==> config.mk <==
export PLATFORM = sky130hd
export DESIGN_NAME = mar_arbiter
export DESIGN_NICKNAME = d
export VERILOG_FILES = /design/src/rtl/mar_arbiter.sv
export SDC_FILE = /design/constraint.sdc
export NUM_CORES = 1
export LEC_CHECK = 0
export BUFFER_PORTS_ARGS = -buffer_cell sky130_fd_sc_hd__buf_4
export CORE_MARGIN = 5
export CORE_UTILIZATION = 49
export CTS_CLUSTER_SIZE = 8
export DETAILED_ROUTE_END_ITERATION = 10
export HOLD_SLACK_MARGIN = 0.1
export PLACE_DENSITY_LB_ADDON = 0.15
export SLEW_MARGIN = 20
export SYNTH_ARGS = -nofsm -noshare
export SYNTH_HDL_FRONTEND = slang
export SYNTH_SLANG_ARGS = --single-unit
==> constraint.sdc <==
create_clock -name clk -period 1.9 [get_ports clk]
set_input_delay 0.095 -clock clk [delete_from_list [all_inputs] [get_ports clk]]
set_output_delay 0.095 -clock clk [all_outputs]
set_load 0.02 [all_outputs]
==> src/rtl/mar_arbiter.sv <==
//==============================================================================
// mar_arbiter : round-robin sequencer for a two-stage memory address register
// Revision    : 1.0
//==============================================================================
`default_nettype none

module mar_arbiter #(
  parameter int AW      = 16,
  parameter int TIMEOUT = 15
) (
  input  logic          clk,
  input  logic          rst_n,
  input  logic          f_req,
  input  logic [AW-1:0] f_addr,
  output logic          f_ack,
  input  logic          d_req,
  input  logic [AW-1:0] d_addr,
  output logic          d_ack,
  output logic [AW-1:0] mar_addr,
  output logic          mar_en,
  output logic          mar_en1,
  output logic          mem_req,
  input  logic          mem_ack,
  output logic          err,
  output logic          busy,
  output logic          gnt_d
);

  typedef enum logic [2:0] {
    S_IDLE = 3'd0,
    S_LOAD = 3'd1,
    S_XFER = 3'd2,
    S_MEM  = 3'd3,
    S_DONE = 3'd4
  } state_t;

  localparam logic [7:0] CNT_LAST = 8'(TIMEOUT - 1);

  state_t        state, state_nxt;
  logic [AW-1:0] addr_q, addr_nxt;
  logic          gnt_q, gnt_nxt;
  logic [7:0]    cnt, cnt_nxt;
  logic          to_flag, to_flag_nxt;
  logic          win_d;

  // On a tie the requester not served last wins.
  assign win_d = (f_req && d_req) ? ~gnt_q : d_req;

  always_ff @(posedge clk or negedge rst_n) begin
    if (!rst_n) begin
      state   <= S_IDLE;
      addr_q  <= '0;
      gnt_q   <= 1'b0;
      cnt     <= '0;
      to_flag <= 1'b0;
    end else begin
      state   <= state_nxt;
      addr_q  <= addr_nxt;
      gnt_q   <= gnt_nxt;
      cnt     <= cnt_nxt;
      to_flag <= to_flag_nxt;
    end
  end

  always_comb begin
    state_nxt   = state;
    addr_nxt    = addr_q;
    gnt_nxt     = gnt_q;
    cnt_nxt     = cnt;
    to_flag_nxt = to_flag;
    case (state)
      S_IDLE: begin
        if (f_req || d_req) begin
          gnt_nxt   = win_d;
          addr_nxt  = win_d ? d_addr : f_addr;
          state_nxt = S_LOAD;
        end
      end
      S_LOAD: state_nxt = S_XFER;
      S_XFER: begin
        cnt_nxt   = '0;
        state_nxt = S_MEM;
      end
      S_MEM: begin
        cnt_nxt = cnt + 8'd1;
        // A late ack on the final wait cycle still counts as success.
        if (mem_ack) begin
          to_flag_nxt = 1'b0;
          state_nxt   = S_DONE;
        end else if (cnt == CNT_LAST) begin
          to_flag_nxt = 1'b1;
          state_nxt   = S_DONE;
        end
      end
      S_DONE:  state_nxt = S_IDLE;
      default: state_nxt = S_IDLE;
    endcase
  end

  assign mar_addr = addr_q;
  assign mar_en   = (state == S_LOAD);
  assign mar_en1  = (state == S_XFER);
  assign mem_req  = (state == S_MEM);
  assign f_ack    = (state == S_DONE) && !gnt_q;
  assign d_ack    = (state == S_DONE) &&  gnt_q;
  assign err      = (state == S_DONE) &&  to_flag;
  assign busy     = (state != S_IDLE);
  assign gnt_d    = gnt_q;

endmodule

`default_nettype wire

# Yosys cells after proc, flatten, opt, wreduce, memory -nomap -nowiden
# Cells that the tools add are included.
[word_totals]
ff_bits = 29
in_bits = 37
out_inout_bits = 24
[op_classes]
addsub = 1
n_eq_ne = 7
mux = 9
bitwise = 1
reduce_logical = 13
[op_table]
columns = ["op", "n"]
rows = [
  ["$mux W16", 1],
  ["$pmux W8 S2", 1],
  ["$pmux W3 S4", 1],
  ["$mux W3", 3],
  ["$add A8 B1 Y8 const B", 1],
  ["$eq A8 B4 Y1 const B", 1],
  ["$eq A3 B2 Y1 const B", 2],
  ["$reduce_and A2 Y1", 3],
  ["$logic_and A1 B1 Y1", 4],
  ["$reduce_bool A2 Y1", 2],
  ["$eq A3 B1 Y1 const B", 1],
  ["$eq A3 B3 Y1 const B", 1],
  ["$logic_not A3 Y1", 1],
  ["$mux W1", 3],
  ["$ne A3 B1 Y1 const B", 1],
  ["$reduce_bool A3 Y1", 1],
  ["$ne A2 B2 Y1 const B", 1],
  ["$logic_not A1 Y1", 1],
  ["$logic_or A1 B1 Y1", 1],
  ["$not A1 Y1", 1],
]

# Longest topological paths before layout
# Gate-level depths: netlist of the first run.
[logic_depth]
ltp_word = 4
ltp_mapped = 6
mapped_depth_nobuf = 5

# Worst setup path before layout of the first run
# Ideal clock, no wire load.
[synth_path]
path_kind = "register to register"
startpoint = "register gnt_q (netlist: gnt_d)"
endpoint = "register addr_q[0] (netlist: mar_addr[0])"
setup_time_ns = 0.125
arrival_ns = 1.496
required_ns = 1.775
setup_slack_ns = 0.279
path_stages_with_launch = 5
synth_period_minus_slack_ns = 1.621
cell_sequence = "dfrtp_1 > a21boi_4 > buf_6 > mux2_4 > mux2_4"
[synth_via]
elab_chain_len = 3
[synth_lines]
columns = ["element", "line", "text"]
rows = [
  ["start: declaration", "41", "logic gnt_q, gnt_nxt;"],
  ["start signal: assignment", "59", "gnt_q <= gnt_nxt;"],
  ["$not A1 Y1", "47", "assign win_d = (f_req && d_req) ? ~gnt_q : d_req;"],
  ["$mux W1", "47", ""],
  ["$mux W16", "75", "addr_nxt = win_d ? d_addr : f_addr;"],
  ["end signal: assignment", "58", "addr_q <= addr_nxt;"],
  ["end: declaration", "40", "logic [AW-1:0] addr_q, addr_nxt;"],
]
# No other way between the ends.
# A chain may end at the register's enable or synchronous reset.

# Worst setup path in the final report of the first run
[layout_path]
startpoint = "register state[2]"
endpoint = "output mar_en1"
[layout_via]
elab_chain_len = 1
[layout_lines]
columns = ["element", "line", "text"]
rows = [
  ["start: declaration", "39", "state_t state, state_nxt;"],
  ["start signal: assignment", "57", "state <= state_nxt;"],
  ["$eq A3 B2 Y1", "102", "assign mar_en1 = (state == S_XFER);"],
  ["end: declaration", "21", "output logic mar_en1,"],
]
# No other way between the ends.

==> results of run 1 <==
==> cells by family (layout without fill, tap and decap cells) <==
| kind of cell | after synthesis | after routing |
|---|---|---|
| buffers and inverters | 11 | 80 |
| muxes | 37 | 37 |
| and+or+nand+nor | 32 | 32 |
| AOI/OAI and AO/OA | 17 | 17 |
| DFF | 29 | 29 |
| adders and majority gates | 2 | 2 |
==> tightest hold or removal path, delay by kind of cell <==
family | cells | cell delay, ns
mux | 2 | 0.24
buf+inv | 1 | 0.07
==> flip-flops by register name, summed over array words and instances, names as in the netlist <==
register / count
mar_addr: 16
gnt_d: 1
to_flag: 1
cnt: 8
state: 3
==> power groups by stage <==
stage               clock network (mW)  logic [mW]  registers (mW)
detailed placement                   0        1.75            1.06
global placement                     0        1.71            1.05
floorplan                            0       0.929            1.27
global route                     0.423        1.91            1.08
finish                           0.375        1.76            1.05
CTS                              0.394        1.78            1.05
==> cell usage after synthesis (all sizes together) (2+ instances only) <==
cell and n:
dfrtp 29, a21o 2, inv 4, mux2 35, nand3 4, nor3b 3
and2 2, nand2b 3, o21ai 3, a21oi 2, ha 2, nand4 2
nor3 3, a22o 3, and3 2, mux2i 2, nor2 5, nand2 3
clkbuf 3, buf 4, a211oi 2, a31oi 2
==> how the worst min path moves through the flow <==
stage / from / to / slack (ns) / cells past startpoint
global placement: rst_n / cnt[3] / 0.04 / 1
detailed placement: rst_n / mar_addr[1] / 0.04 / 1
CTS: d_addr[9] / mar_addr[9] / 0.10 / 3
floorplan: rst_n / cnt[0] / -0.20 / 0
global route: f_addr[12] / mar_addr[12] / 0.10 / 3
finish: f_addr[3] / mar_addr[3] / 0.12 / 3
==> layout make-up <==
class / count / area (um2) / area share
Tap cell: 46 / 57.6 / 0.0255
Inverter: 4 / 15.0 / 0.00666
Multi-Input combinational cell: 88 / 860 / 0.381
Sequential cell: 29 / 726 / 0.322
Timing Repair Buffer: 69 / 541 / 0.240
Clock buffer: 7 / 55.1 / 0.0244
==> through the flow <==
step                      std cells  setup WS, ns  hold slack (ns)   util  power (mW)
after floorplan                 128         0.279           -0.201      -        2.20
after global placement          232         0.384           0.0383  0.652        2.76
after detailed placement        232         0.343           0.0408  0.652        2.81
after CTS                       243         0.271            0.105  0.681        3.23
after global routing            243         0.133            0.103  0.681        3.42
final                           243         0.294            0.124  0.681        3.18
==> layer usage <==
metal,GRT usage,up-vias,share of wire
li1,-,605,-
met2,0.282,53,0.50
met1,0.214,620,0.39
met4,0.0596,0,0.015
met5,0,-,0
met3,0.0657,6,0.090
==> flow_summary.yaml, run 1 <==
clock_tree:
  cts_resized: 0
  clock_latency_ns: 0.32
  cts_buffers: 5
  cts_setup_buffers: 0
  clock_path_buffers: 2
  cts_tree: "yes"
  clock_sinks: 29
  cts-root-buf: "clkbuf_4"
  path_clk_slew_ns: 0.09
  postCtsHoldBufs: 4
  h-tree-depth: 2
synth:
  synth_seq_area_share: 0.437
  synth.area.mux_share: 0.295
  syn_area_per_cell_um2: 13.0
  syn_nets: 167
  synthesis.area_um2: 1660
  synth_top_area_share: 0.437
  synth-simple-area-share: 0.130
  synth_top_family_by_area: "multiplexers"
  synth_edf_count: 0
  synth.area.top_cells: "dfrtp_1 (44%), mux2_4 (18%), mux2_2 (10%)"
  synth.largest_area_cell: "dfrtp_1"
  synth_warnings: 0
  synth-seq-cells: 29
  synth-compound-area-share: 0.0784
  synth-async-reset-ratio: 1.00
  ys.flop_type: "dfrtp_1"
  synthAdderAreaFrac: 0.0151
  netlist_instances: 128
  synthDistinctLibCells: 37
  synth-xor-area-share: 0
critical_path:
  r2r_cells: 4
  crit_path_end_kind: "primary output"
  cp_max_fo: 13
  timing.rr.start: "state[2]"
  crit_chain: "buf_4 -> nand2b_1 -> buf_4 -> nor2_1 -> buf_4"
  cpMostUsedCell: "buf_4"
  path_depth: 5
  cpPeakStageDelay_ns: 0.42
  path_buf_inv: 3
  critical_path_required_ns: 1.80
  crit_type: "reg -> out"
  arrival_ns: 1.51
  crit_path_start_kind: "register"
  critPathCapture: "mar_en1"
  cp_top_family: "buffers and inverters"
  r2r_slack_ns: 0.34
  worstSetupStartpoint: "state[2]"
  reg2reg_to: "mar_addr[13]"
  slowest_stage: "dfrtp_1"
finish:
  final_nets: 236
  layout_common_cells: "buf_4 (64), dfrtp_1 (29), mux2_4 (20)"
  num-fill-cells: 263
  area_delta_synth_final_pct: 35.8
  antennaDiodeCount: 0
  final_common_cell: "buf_4"
  final_area_um2: 2250
  drive_above_1_share: 0.569
power:
  seqPwrFrac: 0.330
  p_sw_frac: 0.384
  leakage_nw: 1.09
  power_switching_mw: 1.22
  powerDensity_nw_per_um2: 1410
  peakVddDrop_mv: 0.846
  comb_power_share: 0.552
  clockPowerShare: 0.118
  power.internal_mw: 1.96
worst_hold_path:
  hold_class: "in -> reg"
sta:
  grt_setup_unrepaired: "no"
  setup_viol: 0
  worstMarginPinSlew_ns: 0.420
  post-route-min-period_ns: 1.61
  fmax_mhz: 623
  slew_headroom: 0.719
  maxSlewViolCount: 0
  hold_viol_final: 0
  post-route-period-util: 0.845
  tns_ns: 0
  clock_skew_ns: 0.00373
global_route:
  gr-usage-all-layers: 0.175
  grt_overflow: 0
  grt_pass1_wl_um: 5920
  first_global_vias: 1296
  antenna_found_initial: 0
  grt_max_degree: 30
die:
  fp-row-count: 21
  start_util: 0.501
  die_w_um: 68.2
  fp.dieH_um: 68.2
  die-area_um2: 4650
  ioPinCount: 61
  fp.coreArea_um2: 3310
route:
  post_drt_via_cell_ratio: 5.28
  dr.pass1.iters: 4
  wl_um: 3600
  ant_nets: 0
  wl_per_cell_um: 14.8
  detail_route.drc_violations: 0
  vias: 1284
  drtIter0Drc: 31
placed_design:
  place_area_um2: 2160
  hpwl_um: 2710
  place_congestion: 0.756
  numPortBuffers: 60
status:
  outcome: "completed"
job:
  drv_cap: 0
Power figures use the tool's default switching activity.
==> inputs of run 2 (changes only) <==
==> constraint.sdc (replaced) <==
create_clock -name clk -period 1.7 [get_ports clk]
set_input_delay 0.085 -clock clk [delete_from_list [all_inputs] [get_ports clk]]
set_output_delay 0.085 -clock clk [all_outputs]
set_load 0.02 [all_outputs]
==> flow_summary.yaml, run 2 (synthesis results as in run 1) <==
critical_path:
  critical_path_required_ns: 1.90
  cp_max_fo: 16
  crit_path_start_kind: "register"
  path_buf_inv: 1
  slowest_stage: "dfrtp_1"
  crit_path_end_kind: "register"
  arrival_ns: 1.77
  crit_type: "reg -> reg"
  cp_top_family: "simple AND/OR/NAND/NOR gates"
  cpPeakStageDelay_ns: 0.41
  crit_chain: "nor3_4 -> inv_2 -> nor2_8 -> mux2_2"
route:
  post_drt_via_cell_ratio: 5.26
  wl_per_cell_um: 15.0
  wl_um: 3650
  drtIter0Drc: 54
  ant_nets: 0
  detail_route.drc_violations: 0
  vias: 1283
  dr.pass1.iters: 4
die:
  die-area_um2: 4650
  fp.coreArea_um2: 3310
  fp-row-count: 21
  fp.dieH_um: 68.2
  start_util: 0.501
  ioPinCount: 61
  die_w_um: 68.2
placed_design:
  place_area_um2: 2160
  pre_cts_slack_ns: 0.140
  numPortBuffers: 60
  hpwl_um: 2720
  place_congestion: 0.826
finish:
  area_delta_synth_final_pct: 35.6
  final_nets: 236
  largest_register_ffs: 16
  antennaDiodeCount: 0
  final_common_cell: "buf_4"
  layout_common_cells: "buf_4 (64), dfrtp_1 (29), mux2_4 (20)"
  final_area_um2: 2250
  drive_above_1_share: 0.566
  final_util: 0.680
job:
  drv_cap: 0
power:
  powerDensity_nw_per_um2: 1570
  peakVddDrop_mv: 0.805
  leakage_nw: 1.09
sta:
  grt_setup_unrepaired: "no"
  maxSlewViolCount: 0
  clock_skew_ns: 0.00283
  post-route-period-util: 0.923
  fin_hold_ws_ns: 0.122
  setup_viol: 0
  fmax_mhz: 638
  slew_headroom: 0.716
  post-route-min-period_ns: 1.57
  worstMarginPinSlew_ns: 0.424
  hold_viol_final: 0
  worst_slack_ns: 0.132
  tns_ns: 0
clock_tree:
  cts_tree: "yes"
  clock_latency_ns: 0.31
  clock_path_buffers: 2
  clock_sinks: 29
  cts-root-buf: "clkbuf_4"
  path_clk_slew_ns: 0.09
  h-tree-depth: 2
  cts_buffers: 5
global_route:
  gr-usage-all-layers: 0.168
  grt_pass1_wl_um: 5820
  grt_overflow: 0
  first_global_vias: 1312
  antenna_found_initial: 0
  grt_max_degree: 30
worst_hold_path:
  hold_class: "in -> reg"
status:
  outcome: "completed"
-- run 2: cell type report --
class,instances,area (um2)
fill,272,1060
tap,46,57.6
inverter,4,15.0
timing repair buffer,69,541
clock buffer,8,48.8
sequential,29,726
multi-input combinational,88,862
-- run 2: metal layers --
layer,GRT usage,share of wire
met4,0.0571,0.011
met5,0,0
met2,0.289,0.51
met3,0.0476,0.077
met1,0.201,0.40
-- run 2: timing repair --
item / CTS / global route
gates resized for setup: 0 / 1
setup buffers: 0 / 0
hold buffers: 4 / 0
hold endpoints to repair: 33 / 0
setup endpoints to repair: 0 / 1
-- run 2: worst register-to-register path, delay by kind of cell, from the launching register on --
family	cells	cell delay, ns
buffers and inverters	1	0.10
DFF	1	0.41
muxes	1	0.39
and+or+nand+nor	2	0.57
-- run 2: path summary, 6_finish.rpt --
path | from | cells past startpoint | slack (ns) | endpoint
setup / recovery | state[2] | 4 | 0.13 | mar_addr[8]
hold / removal | d_addr[3] | 3 | 0.12 | mar_addr[3]
setup reg to reg | state[2] | 4 | 0.13 | mar_addr[8]
hold reg to reg | cnt[7] | 1 | 0.49 | cnt[7]
max in group asynchronous | rst_n | 2 | 1.20 | mar_addr[4]
min in group asynchronous | rst_n | 2 | 0.22 | cnt[6]
-- run 2: power by group --
part	switching (mW)	internal (mW)	total, mW
sequential	0.211	0.965	1.18
combinational	0.936	1.04	1.97
clock	0.220	0.165	0.385
total	1.37	2.16	3.53
-- run 2: metrics by stage --
stage,instances,power [mW]
after global routing,244,3.76
after floorplan,128,2.46
after global placement,232,3.08
after detailed placement,232,3.14
after CTS,244,3.56
final,244,3.53
==> inputs of run 3 (changes only) <==
--- a/config.mk
+++ b/config.mk
@@ -7,7 +7,7 @@
 export LEC_CHECK = 0
 export BUFFER_PORTS_ARGS = -buffer_cell sky130_fd_sc_hd__buf_4
 export CORE_MARGIN = 5
-export CORE_UTILIZATION = 49
+export CORE_UTILIZATION = 44
 export CTS_CLUSTER_SIZE = 8
 export DETAILED_ROUTE_END_ITERATION = 10
 export HOLD_SLACK_MARGIN = 0.1
@@ -16,3 +16,4 @@
 export SYNTH_ARGS = -nofsm -noshare
 export SYNTH_HDL_FRONTEND = slang
 export SYNTH_SLANG_ARGS = --single-unit
+export TNS_END_PERCENT = 10
==> constraint.sdc (replaced) <==
create_clock -name clk -period 1.3 [get_ports clk]
set_input_delay 0.065 -clock clk [delete_from_list [all_inputs] [get_ports clk]]
set_output_delay 0.065 -clock clk [all_outputs]
set_load 0.02 [all_outputs]
==> flow_summary.yaml, run 3 (synthesis results as in run 1) <==
power:
  seqPwrFrac: 0.279
  power.internal_mw: 3.51
  peakVddDrop_mv: 1.14
  comb_power_share: 0.584
  powerDensity_nw_per_um2: 2170
  clockPowerShare: 0.136
  total_power_mw: 5.54
  p_sw_frac: 0.366
  leakage_nw: 1.23
  power_switching_mw: 2.03
status:
  outcome: "finished with violations"
  violations: "negative setup slack"
sta:
  setup_viol: 26
  maxSlewViolCount: 0
  post-route-min-period_ns: 1.48
  slew_headroom: 0.737
  post-route-period-util: 1.14
  hold_viol_final: 0
  grt_setup_unrepaired: "yes"
  fmax_mhz: 676
  clock_skew_ns: 0.00417
  worst_slack_ns: -0.178
  worstMarginPinSlew_ns: 0.393
global_route:
  grt_pass1_wl_um: 7140
  first_global_vias: 1475
  gr-usage-all-layers: 0.176
  grt_overflow: 0
  grt_max_degree: 30
  antenna_found_initial: 0
job:
  drv_cap: 0
clock_tree:
  cts_buffers: 5
  clock_path_buffers: 2
  path_clk_slew_ns: 0.06
  cts-root-buf: "clkbuf_8"
  clock_sinks: 29
  postCtsHoldBufs: 2
  cts_tree: "yes"
  clock_latency_ns: 0.27
  h-tree-depth: 2
critical_path:
  cpPeakStageDelay_ns: 0.42
  cpMostUsedCell: "mux2_4"
  crit_type: "reg -> reg"
  cp_max_fo: 10
  crit_path_start_kind: "register"
  cp_top_family: "multiplexers"
  critical_path_required_ns: 1.46
  slowest_stage: "dfrtp_2"
  path_buf_inv: 1
  crit_chain: "a21boi_4 -> buf_12 -> mux2_4 -> mux2_4"
  crit_path_end_kind: "register"
  arrival_ns: 1.64
finish:
  final_common_cell: "buf_4"
  drive_above_1_share: 0.670
  largest_register_ffs: 16
  register_area_um2: 729
  area_delta_synth_final_pct: 53.8
  num-fill-cells: 270
  final_nets: 247
  layout_common_cells: "buf_4 (63), mux2_4 (32), dfrtp_1 (26)"
  multi_input_area_um2: 961
  antennaDiodeCount: 0
route:
  vias: 1364
  ant_nets: 0
  wl_um: 4310
  post_drt_via_cell_ratio: 5.31
  dr.pass1.iters: 4
  drtIter0Drc: 36
  detail_route.drc_violations: 0
  wl_per_cell_um: 16.8
die:
  die_w_um: 71.4
  fp.dieH_um: 71.4
  die-area_um2: 5100
  ioPinCount: 61
  fp.coreArea_um2: 3660
  fp-row-count: 22
  start_util: 0.453
placed_design:
  pre_cts_slack_ns: -0.195
  place_congestion: 0.806
  hpwl_um: 3090
  numPortBuffers: 60
worst_hold_path:
  hold_class: "in -> reg"
[run 3: power by group through the flow]
stage,sequential [mW],combinational (mW),clock (mW)
after global placement,1.52,2.80,0
after global routing,1.60,3.42,0.834
final,1.55,3.24,0.756
after floorplan,1.86,1.36,0
after CTS,1.54,3.19,0.778
after detailed placement,1.54,2.86,0
[run 3: worst paths after layout]
| check | start | slack, ns | to | depth (start not counted) |
|---|---|---|---|---|
| worst max-delay path | gnt_d | -0.18 | mar_addr[6] | 4 |
| min in group asynchronous | rst_n | 0.26 | mar_addr[0] | 2 |
| max in group asynchronous | rst_n | 0.73 | cnt[3] | 2 |
| worst min register to register | cnt[7] | 0.48 | cnt[7] | 1 |
| worst min-delay path | f_req | 0.02 | gnt_d | 2 |
| worst max register to register | gnt_d | -0.18 | mar_addr[6] | 4 |
[run 3: per-stage QoR]
step	hold WS, ns	cells	utilization	instance area [um2]	TNS (ns)
final	0.0154	257	0.697	2550	-2.96
after floorplan	-0.231	128	-	1660	-3.93
after detailed placement	0.0201	245	0.623	2280	-3.21
after global placement	0.0115	245	0.623	2280	-2.60
after CTS	0.0121	257	0.688	2520	-3.06
after global routing	0.0191	257	0.697	2550	-4.34
[run 3: final cells by class]
cell class / instances / area share
multi-input cells: 88 / 0.376
flip-flops and latches: 29 / 0.286
repair buffers: 80 / 0.273
clock buffers: 8 / 0.0353
well taps: 48 / 0.0235
inverters: 4 / 0.00588
[run 3: layer usage]
metal	routed length, um	part of all wire	up-vias	track usage
met5	0	0	-	0
met4	50	0.012	0	0.0564
met3	294	0.068	7	0.0477
met2	2230	0.52	49	0.309
met1	1740	0.40	682	0.206
li1	-	-	626	-
[run 3: what timing repair did]
action                                 4_1_cts  5_1_grt
resized for setup                           29       10
setup endpoints to repair                   29       33
setup buffers                                2        0
pin swaps                                    4        2
endpoints found under the hold margin       31        1
